==> src/rtl/sid_bus_regs.sv <==
// sid_bus_regs: SID register file and bus-protocol stage behind the pad I/O block.
// It commits writes to the 25 write-only registers and muxes the registered read byte.
// It also models the leaked data-bus value that decays after BUS_TTL phi2 falling edges.
module sid_bus_regs #(
  parameter int unsigned      TTL_W   = 14,
  parameter logic [TTL_W-1:0] BUS_TTL = TTL_W'(14'h2000)
) (
  input  logic         clk,
  input  logic         rst,
  input  logic         phi2,
  input  logic         bus_we,
  input  logic         bus_oe,
  input  logic         bus_res,
  input  logic [4:0]   bus_addr,
  input  logic [7:0]   bus_data,
  input  logic         cs_n,
  input  logic [7:0]   pot_x,
  input  logic [7:0]   pot_y,
  input  logic [7:0]   osc3,
  input  logic [7:0]   env3,
  output logic [199:0] regs_o,
  output logic         wr_stb,
  output logic [4:0]   wr_addr,
  output logic [7:0]   wr_data,
  output logic [7:0]   data_o
);

  localparam int unsigned NREGS = 25;
  localparam int unsigned DW    = 8;
  localparam int unsigned AW    = 5;
  localparam int unsigned RW    = NREGS * DW;

  logic [RW-1:0]    regs_q, regs_d;
  logic             wr_stb_q, wr_stb_d;
  logic [AW-1:0]    wr_addr_q, wr_addr_d;
  logic [DW-1:0]    wr_data_q, wr_data_d;
  logic [DW-1:0]    data_o_q, data_o_d;
  logic [DW-1:0]    bus_value_q, bus_value_d;
  logic [TTL_W-1:0] ttl_q, ttl_d;
  logic             we_q, phi2_q, rd_q;

  logic            commit, rd, rd_edge, phi2_fall, ro_addr;
  logic [DW-1:0]   mux_val;

  // Strobe decode: write commit on bus_we fall, read edge, phi2 fall.
  always_comb begin
    commit    = we_q & ~bus_we & ~cs_n;
    rd        = bus_oe & ~cs_n;
    rd_edge   = rd & ~rd_q;
    phi2_fall = phi2_q & ~phi2;
    ro_addr   = (bus_addr >= AW'(5'h19)) && (bus_addr <= AW'(5'h1C));
  end

  // Read mux: readback registers, otherwise the leaked bus value.
  always_comb begin
    mux_val = bus_value_q;
    case (bus_addr)
      AW'(5'h19): mux_val = pot_x;
      AW'(5'h1A): mux_val = pot_y;
      AW'(5'h1B): mux_val = osc3;
      AW'(5'h1C): mux_val = env3;
      default:    mux_val = bus_value_q;
    endcase
  end

  // Next-state: register commit, bus-value reload (commit beats read) and decay.
  always_comb begin
    regs_d      = regs_q;
    wr_stb_d    = 1'b0;
    wr_addr_d   = wr_addr_q;
    wr_data_d   = wr_data_q;
    data_o_d    = data_o_q;
    bus_value_d = bus_value_q;
    ttl_d       = ttl_q;

    if (commit) begin
      wr_stb_d    = 1'b1;
      wr_addr_d   = bus_addr;
      wr_data_d   = bus_data;
      bus_value_d = bus_data;
      ttl_d       = BUS_TTL;
      for (int i = 0; i < NREGS; i++) begin
        if (bus_addr == AW'(i)) regs_d[DW*i +: DW] = bus_data;
      end
    end else if (rd_edge && ro_addr) begin
      bus_value_d = mux_val;
      ttl_d       = BUS_TTL;
    end else if (phi2_fall && (ttl_q != '0)) begin
      ttl_d = ttl_q - TTL_W'(1);
      if (ttl_q == TTL_W'(1)) bus_value_d = '0;
    end

    if (rd) data_o_d = mux_val;
  end

  // State registers; SID /RES acts as an extra synchronous reset.
  always_ff @(posedge clk) begin
    if (rst | bus_res) begin
      regs_q      <= '0;
      wr_stb_q    <= 1'b0;
      wr_addr_q   <= '0;
      wr_data_q   <= '0;
      data_o_q    <= '0;
      bus_value_q <= '0;
      ttl_q       <= '0;
      we_q        <= 1'b0;
      phi2_q      <= 1'b0;
      rd_q        <= 1'b0;
    end else begin
      regs_q      <= regs_d;
      wr_stb_q    <= wr_stb_d;
      wr_addr_q   <= wr_addr_d;
      wr_data_q   <= wr_data_d;
      data_o_q    <= data_o_d;
      bus_value_q <= bus_value_d;
      ttl_q       <= ttl_d;
      we_q        <= bus_we;
      phi2_q      <= phi2;
      rd_q        <= rd;
    end
  end

  assign regs_o  = regs_q;
  assign wr_stb  = wr_stb_q;
  assign wr_addr = wr_addr_q;
  assign wr_data = wr_data_q;
  assign data_o  = data_o_q;

endmodule

==> config.mk <==
export PLATFORM = sky130hd
export DESIGN_NAME = sid_bus_regs
export DESIGN_NICKNAME = d
export VERILOG_FILES = /design/src/rtl/sid_bus_regs.sv
export SDC_FILE = /design/constraint.sdc
export NUM_CORES = 1
export LEC_CHECK = 0
export ABC_AREA = 1
export BUFFER_PORTS_ARGS = -buffer_cell sky130_fd_sc_hd__buf_2
export CAP_MARGIN = 20
export CORE_UTILIZATION = 52
export DETAILED_ROUTE_END_ITERATION = 12
export HOLD_SLACK_MARGIN = 0.12
export PLACE_DENSITY = 0.85
export SETUP_SLACK_MARGIN = 0.4
export SLEW_MARGIN = 15
export SYNTH_ARGS = -nofsm -noshare
export SYNTH_HDL_FRONTEND = slang
export SYNTH_SLANG_ARGS = --single-unit
==> constraint.sdc <==
create_clock -name clk -period 2.15 [get_ports clk]
set_input_delay 0.43 -clock clk [delete_from_list [all_inputs] [get_ports clk]]
set_output_delay 0.43 -clock clk [all_outputs]
set_load 0.02 [all_outputs]
Word-level counts from Yosys, hierarchy flattened
Cells that the tools add are included.

word-level totals
  memory bits (read-only) = 0
  output and inout port bits = 222
  memories kept = 0
  bits in registers = 247
  latch bits = 0
  memory bits (writable) = 0

cells by class
  $mul = 0
  order comparisons = 2
  shifts and indexed selects = 0
  multiplexer cells = 9
  bitwise operators = 10
  equality and inequality tests = 29
  $add $sub $neg = 1
  div/mod/pow operators = 0
  reduce and logical (&&, ||, !) cells = 34

operators with widths
  cell                                                    count
  == test 5 bit (second input constant)                   13
  AND reduction 2 bit                                     26
  two-way mux 14 bit                                      3
  == test 5 x 4 -> 1 bit (second input constant)          8
  two-way mux 8 bit                                       4
  case mux 8 bit (4 select lines)                         1
  == test 5 x 3 -> 1 bit (second input constant)          4
  == test 14 x 1 -> 1 bit (second input constant)         1
  nonzero test 14 bit                                     1
  subtractor 14 x 1 -> 14 bit (second input constant)     1
  == test 5 x 2 -> 1 bit (second input constant)          2
  nonzero test 3 bit                                      2
  AND 1 bit                                               5
  == test 5 x 1 -> 1 bit (second input constant)          1
  >= comparator 5 bit (second input constant)             1
  less-or-equal comparator 5 bit (second input constant)  1
  zero test 5 bit                                         1
  NOT 1 bit                                               4
  logical AND 1 bit                                       3
  OR reduction 3 bit                                      1
  two-way mux 1 bit                                       1
  bitwise OR 1 bit                                        1

Logic depth before layout (Yosys ltp)
Gate-level depths: netlist of run 1.

  word-level depth = 6
  mapped depth = 11

Worst setup path before layout of run 1
OpenSTA, ideal clock, no wires.

  kind = input-to-reg
  start point = input port bus_we
  end point = register bus_value_q[0]
  library setup time = 70 ps
  required time = 2,080 ps
  slack = 558 ps
  stages = 6
  arrival time = 1,522 ps
  cells stage by stage = inv_1 > nand3_4 > clkinv_1 > nor3_2 > nand2_1 > a21oi_1

between the ends
  word-level cells in the longest chain between the ends = 5
  elaborated cells between the ends (all ways) = 7

RTL lines
  item                           line  RTL
  from (decl)                    11    input logic bus_we,
  NOT 1 bit (*)                  47    commit = we_q & ~bus_we & ~cs_n;
  AND 1 bit (*) (2 in series)    47
  nonzero test 3 bit (no line)   -
  AND reduction 2 bit (no line)  -
  to (signal assigned)           115   bus_value_q <= bus_value_d;
  to (decl)                      38    logic [DW-1:0] bus_value_q, bus_value_d;

Every way passes the cells marked *; elsewhere a longest branch is shown, timed or not.
A chain may end at the register's enable or synchronous reset.

Worst setup path after layout of run 1
  start point = register ttl_q[0]
  end point = register ttl_q[1]

between the ends
  word-level cells in the longest chain between the ends = 2
  elaborated cells between the ends (all ways) = 3

RTL lines
  item                                                                                 line  RTL
  from (decl)                                                                          39    logic [TTL_W-1:0] ttl_q, ttl_d;
  from (signal assigned)                                                               116   ttl_q <= ttl_d;
  parallel branches: the longest is 2 deep, another holds subtractor 14 x 1 -> 14 bit  -

Parallel ways; which one is timed is not known.

==> reports/qor.txt, run 1 <==
sequential area share after synthesis - 52.3%
DRT iter0 DRCs - 475
ordered list of cells on the worst path - inv_1, ha_2, nand2_2, nor2_1, nand2_2, nand2_4, clkinvlp_4, o21ai_2, nor2_2
Mapped Nets - 1187
Clock Path Buffers - 3
Vias - 8949
Final GP Congestion - 0.910
Std-Cell Rows - 48
Rel. slew slack - 58.7%
Vias/cell - 5.46
Clock Sinks - 247
Nets - 1449
Min-Delay Path Class - primary input to flip-flop
top post-synthesis cells by area - dfxtp_1, a21oi_1, o21ai_0
Most Frequent Cell on Critical Path - nand2_2
# DRC - 0
flops & latches, synth - 247
Worst Path Arrival - 2.03 ns
RSZ-0062 raised after global routing - no
Synth top area share - 52.3%
Crit path max-delay family - simple AND/OR/NAND/NOR gates
Max Slew Vio Count - 0
initial core utilization - 53.9%
Post-Syn Area per Cell - 8.34 um^2
critical path type - flip-flop to flip-flop
die area - 18700 um^2
Synth Cell Area - 9450 um^2
DRT Wirelength - 28.6 mm
initial antenna violation count - 2
P_sw - 2140 uW
Final Hold Viols - 0
Logic pwr share - 4.5%
delay of the slowest cell on the worst path - 0.35 ns
Int Power - 7640 uW
area grow syn2layout - 27.2%
Power Density - 814 nW/um^2
first-pass GRT wire length - 43.6 mm
post-DP HPWL - 19.2 mm
CP Launch Type - flip-flop
Setup TNS Final - 0 ns
crit-path max FO - 8
status - finished clean
# setup viols final - 0
Cells after Synth - 1133
fin crit period - 1.62 ns
Die Wd - 137 um
Slowest cell on crit path - dfxtp_2
Worst-Margin Slew - 0.615 ns
WP buf/inv - 2
max cap viols - 0
Die H - 137 um
Fmax achieved - 0.617 GHz
largest net degree at the start of global routing - 89
Num CTS Buffers - 25
post-route ant nets - 0
CTS tree - done
Crit. End Element - flip-flop
WHS - 0.148 ns
Port-buffer cells - 273
root buffer selected by CTS - clkbuf_16
Unique masters post-synth - 36
sequential power share - 47.0%
Tcrit/Tclk final - 75.4%
vias in the first global route - 8197
Switching Fraction - 21.9%
overall global routing resource usage - 29.9%
commonest non-fill, non-tap cell in the layout - buf_2
Clock power frac - 48.5%
Max VDD drop - 0.000620 V
Clock Skew - 0.0107 ns
Placeable Area - 17500 um^2
grt ovf - 0
WP data required - 2.55 ns
Lkg Pwr - 0.00575 uW
YS warnings - 0
worst skew pair latency - 0.51 ns
I/O Pins - 274
most frequent cells in the layout - buf_2, dfxtp_1, a21oi_1, o21ai_0, nor2_1
Yosys top cell by area - dfxtp_1
share of cells above drive strength 1 - 29.4%
Pre-antenna DRT Iters - 8
H-tree depth - 1
DR WL/cell - 17.4 um
CTS clock-pin slew for the worst setup and hold paths - 0.06 ns
metrics by stage:
step | util (%) | std cells | cell area, um^2 | power, uW | setup slack, ns
floorplan | - | 1133 | 9450 | 4940 | 0.558
global placement | 62.9 | 1590 | 11000 | 5120 | 0.194
detailed placement | 62.9 | 1590 | 11000 | 5130 | 0.0844
CTS | 68.1 | 1635 | 11900 | 9790 | 0.435
global route | 68.5 | 1639 | 12000 | 10000 | 0.391
finish | 68.5 | 1640 | 12000 | 9780 | 0.529
area by class of cell:
type,instances,area (um^2)
fill,1409,5520
sequential,247,4950
multi-input combinational,717,3810
timing repair buffer,309,1700
clock buffer,30,664
inverter,95,378
tap,225,282
clock inverter,15,229
antenna,2,5.00
Yosys cell counts:
master / instances
nand2_1: 103
nor3_1: 5
nor2_2: 3
a21boi_0: 7
nor3b_1: 2
dfxtp_1: 247
nor2_1: 110
inv_4: 1
nand3_4: 1
nand3_1: 36
buf_6: 5
buf_2: 12
buf_4: 13
nand3b_1: 8
and2_1: 1
nor3_2: 1
a21oi_2: 9
ha_1: 2
xnor2_1: 1
o21ai_0: 170
nand2_4: 3
a211oi_2: 2
nor3_4: 8
inv_2: 8
nand2_2: 3
a211oi_1: 46
a21boi_1: 1
a21oi_1: 181
nor2_4: 3
nor2_8: 3
xor2_1: 3
buf_1: 1
clkinv_1: 12
clkbuf_1: 44
inv_1: 74
nand4_1: 4
sequential cells by signal, summed over array words and instances (netlist names):
register	flops
ttl_q	14
bus_value_q	8
rd_q	1
wr_data	8
wr_stb	1
wr_addr	5
data_o	8
regs_o	200
phi2_q	1
we_q	1
routing by layer:
metal / wire length [um] / GRT usage, % / part of all wire [%]
met5: 0 / 0 / 0
met1: 12000 / 38.7 / 42
met2: 12900 / 48.0 / 45
met4: 1150 / 13.1 / 4.0
met3: 2530 / 6.33 / 8.9
power by group through the flow:
stage / logic [uW] / registers [uW] / clock network (uW)
after floorplan: 231 / 4710 / 0
after detailed placement: 431 / 4700 / 0
after CTS: 433 / 4590 / 4760
final: 443 / 4590 / 4740
after global routing: 478 / 4590 / 4940
after global placement: 427 / 4700 / 0
tightest hold or removal path, stage by stage:
cell and delay, ns:
buf_2 0.11, inv_1 0.04, nor2_1 0.03
final timing paths:
| path | start | end | slack [ns] | cells past startpoint |
|---|---|---|---|---|
| setup / recovery | ttl_q[0] | ttl_q[1] | 0.53 | 9 |
| hold / removal | phi2 | phi2_q | 0.15 | 3 |
| setup reg to reg | ttl_q[0] | ttl_q[1] | 0.53 | 9 |
| hold reg to reg | wr_data[6] | wr_data[6] | 0.47 | 2 |
kinds of logic (layout without fill, tap and decap cells):
group | after synthesis | in the layout | synth area share, %
AOI/OAI and AO/OA | 416 | 416 | 24.0
xor gates and xnor gates | 4 | 4 | 0.371
adders and majority gates | 2 | 2 | 0.265
buffers and inverters | 170 | 449 | 7.85
DFF | 247 | 247 | 52.3
other | 0 | 2 | 0
and+or+nand+nor | 294 | 295 | 15.2
what timing repair did:
item / in CTS / in global routing
hold buffers: 0 / 0
pin swaps: 0 / 2
gates resized for setup: 2 / 17
setup buffers: 0 / 2
gates cloned: 0 / 1
endpoints found under the setup margin: 12 / 25
(Power assumes the default switching activity.)
==> inputs of run 2 (changes only) <==
- ABC_AREA: 1 -> 0
- clock period: 2.15 -> 1.62 ns (I/O delays scaled with it)
==> reports/qor.txt, run 2 <==
most frequent cells in the layout - buf_2, dfxtp_1, nor2_1, mux2i_1, buf_4
post-route ant nets - 0
flops & latches, synth - 247
number of enable flip-flop cells after synthesis - 0
Tot Pwr - 12800 uW
RSZ-0062 raised after global routing - yes
CTS tree - done
top post-synthesis cells by area - dfxtp_1, mux2i_1, nor2_1
post-route cell area - 15500 um^2
Place WS - -0.397 ns
Nets - 1493
Fmax achieved - 0.472 GHz
Setup TNS Final - -44.77 ns
Tcrit/Tclk final - 131%
post-DP HPWL - 19.6 mm
Cells after Synth - 1047
hold_sp - bus_we
grt ovf - 0
worst r2r src - we_q
CTS clock-pin slew for the worst setup and hold paths - 0.07 ns
max reg flops - 200
fin crit period - 2.12 ns
Worst Path Arrival - 2.55 ns
ys async rst share - 0%
Power Density - 827 nW/um^2
Clock Path Buffers - 3
Min-Delay Path Class - primary input to flip-flop
Die H - 137 um
Placeable Area - 18000 um^2
I/O Pins - 274
Rel. slew slack - 59.8%
first-pass GRT wire length - 49.9 mm
Synth top area share - 51.9%
Final GP Congestion - 0.849
top-count cell post-synth - dfxtp_1
Worst-Margin Slew - 0.603 ns
Lkg Pwr - 0.00656 uW
share of cells above drive strength 1 - 53.5%
failing checks - negative setup slack
Clock Skew - 0.0140 ns
largest net degree at the start of global routing - 77
Final WS setup - -0.497 ns
# setup viols final - 214
overall global routing resource usage - 34.6%
Port-buffer cells - 273
YS warnings - 0
initial core utilization - 53.0%
initial antenna violation count - 1
Vias/cell - 6.01
Final Hold Viols - 0
vias in the first global route - 9138
DRT Wirelength - 39.1 mm
H-tree depth - 1
DR WL/cell - 23.2 um
placed inst area - 12100 um^2
status - complete, but fails checks
WP data required - 2.06 ns
# DRC - 0
# fillers - 861
root buffer selected by CTS - clkbuf_16
Pre-antenna DRT Iters - 5
Worst Setup SP - we_q
crit-path max FO - 6
Crit. End Element - flip-flop
area grow syn2layout - 62.5%
Vias - 10.1k
max cap viols - 0
Max Slew Vio Count - 0
DRT iter0 DRCs - 755
Yosys top cell by area - dfxtp_1
Post-Syn Area per Cell - 9.10 um^2
dominant synthesized flop cell - dfxtp_1
Unique masters post-synth - 51
Max VDD drop - 0.00119 V
worst skew pair latency - 0.54 ns
sequential area share after synthesis - 51.9%
synth cell count leaders - dfxtp_1, nor2_1, mux2i_1
n_diodes - 0
Std-Cell Rows - 49
critical path type - flip-flop to flip-flop
Die Wd - 137 um
commonest non-fill, non-tap cell in the layout - buf_2
Mapped Nets - 1101
Clock Sinks - 247
Num CTS Buffers - 25
Synth Cell Area - 9530 um^2
CP Launch Type - flip-flop
die area - 18900 um^2
==> run 2: changes by cell type after synthesis, moves of 40 or more <==
cell	change
a211oi_1	-45
a21oi_1	-76
inv_1	-71
mux2i_1	+136
nor2_1	+40
o21ai_0	-153
==> run 2: power breakdown <==
part	leakage [uW]	switching, uW	internal [uW]
registers	0.00203	8.67	6070
logic	0.00411	541	282
clock network	0.000414	2550	3340
total	0.00656	3100	9690
==> run 2: timing repair <==
action	CTS	global route
hold endpoints to repair	1	0
resized for setup	243	269
pin swaps	91	94
endpoints found under the setup margin	457	458
buffers inserted	32	34
gates cloned	8	1
hold buffers	1	0
==> run 2: path summary, 6_finish.rpt <==
path                 to  slack (ns)  cells after the start
min reg2reg  regs_o[42]        0.46                      2
max reg2reg  regs_o[11]       -0.50                      7
max          regs_o[11]       -0.50                      7
min                we_q        0.18                      4
==> run 2: kinds of logic after synthesis <==
family | Yosys count | share of synthesized area (%)
multiplexers | 136 | 14.3
XOR/XNOR | 10 | 0.919
buffers and inverters | 87 | 3.84
adder cells (fa/ha/maj) | 2 | 0.263
AO/OA/AOI/OAI | 151 | 8.55
flip-flops | 247 | 51.9
AND/OR/NAND/NOR | 414 | 20.2
==> run 2: through the flow <==
stage | utilization (%) | hold slack [ns] | cells
2_1_floorplan | - | 0.446 | 1047
3_5_place_dp | 67.1 | 0.437 | 1565
6_report | 86.2 | 0.177 | 1686
5_1_grt | 86.2 | 0.191 | 1686
3_3_place_gp | 67.1 | 0.437 | 1565
4_1_cts | 79.6 | 0.163 | 1651
==> run 2: worst max-delay path, stage by stage (launching register included) <==
cell,delay [ns]
dfxtp_2,0.33
or3b_4,0.47
nor4b_4,0.35
buf_12,0.17
buf_12,0.12
buf_16,0.11
nand3_2,0.16
a21oi_2,0.30
==> run 2: routing by layer <==
layer / routed length [um] / GRT usage (%) / vias up
met2: 18900 / 60.0 / 684
met1: 13800 / 41.1 / 4858
met3: 3570 / 7.87 / 243
met5: 13 / 0 / -
li1: - / - / 4350
met4: 2780 / 14.6 / 2
==> run 2: final cells by class <==
| cell class | count | area (um^2) | share of cell area (%) |
|---|---|---|---|
| Clock inverter | 10 | 96.3 | 0.622 |
| Tap cell | 229 | 287 | 1.85 |
| Inverter | 3 | 11.3 | 0.0727 |
| Clock buffer | 35 | 733 | 4.74 |
| Multi-Input combinational cell | 714 | 5570 | 36.0 |
| Timing Repair Buffer | 448 | 3730 | 24.1 |
| Sequential cell | 247 | 5060 | 32.7 |
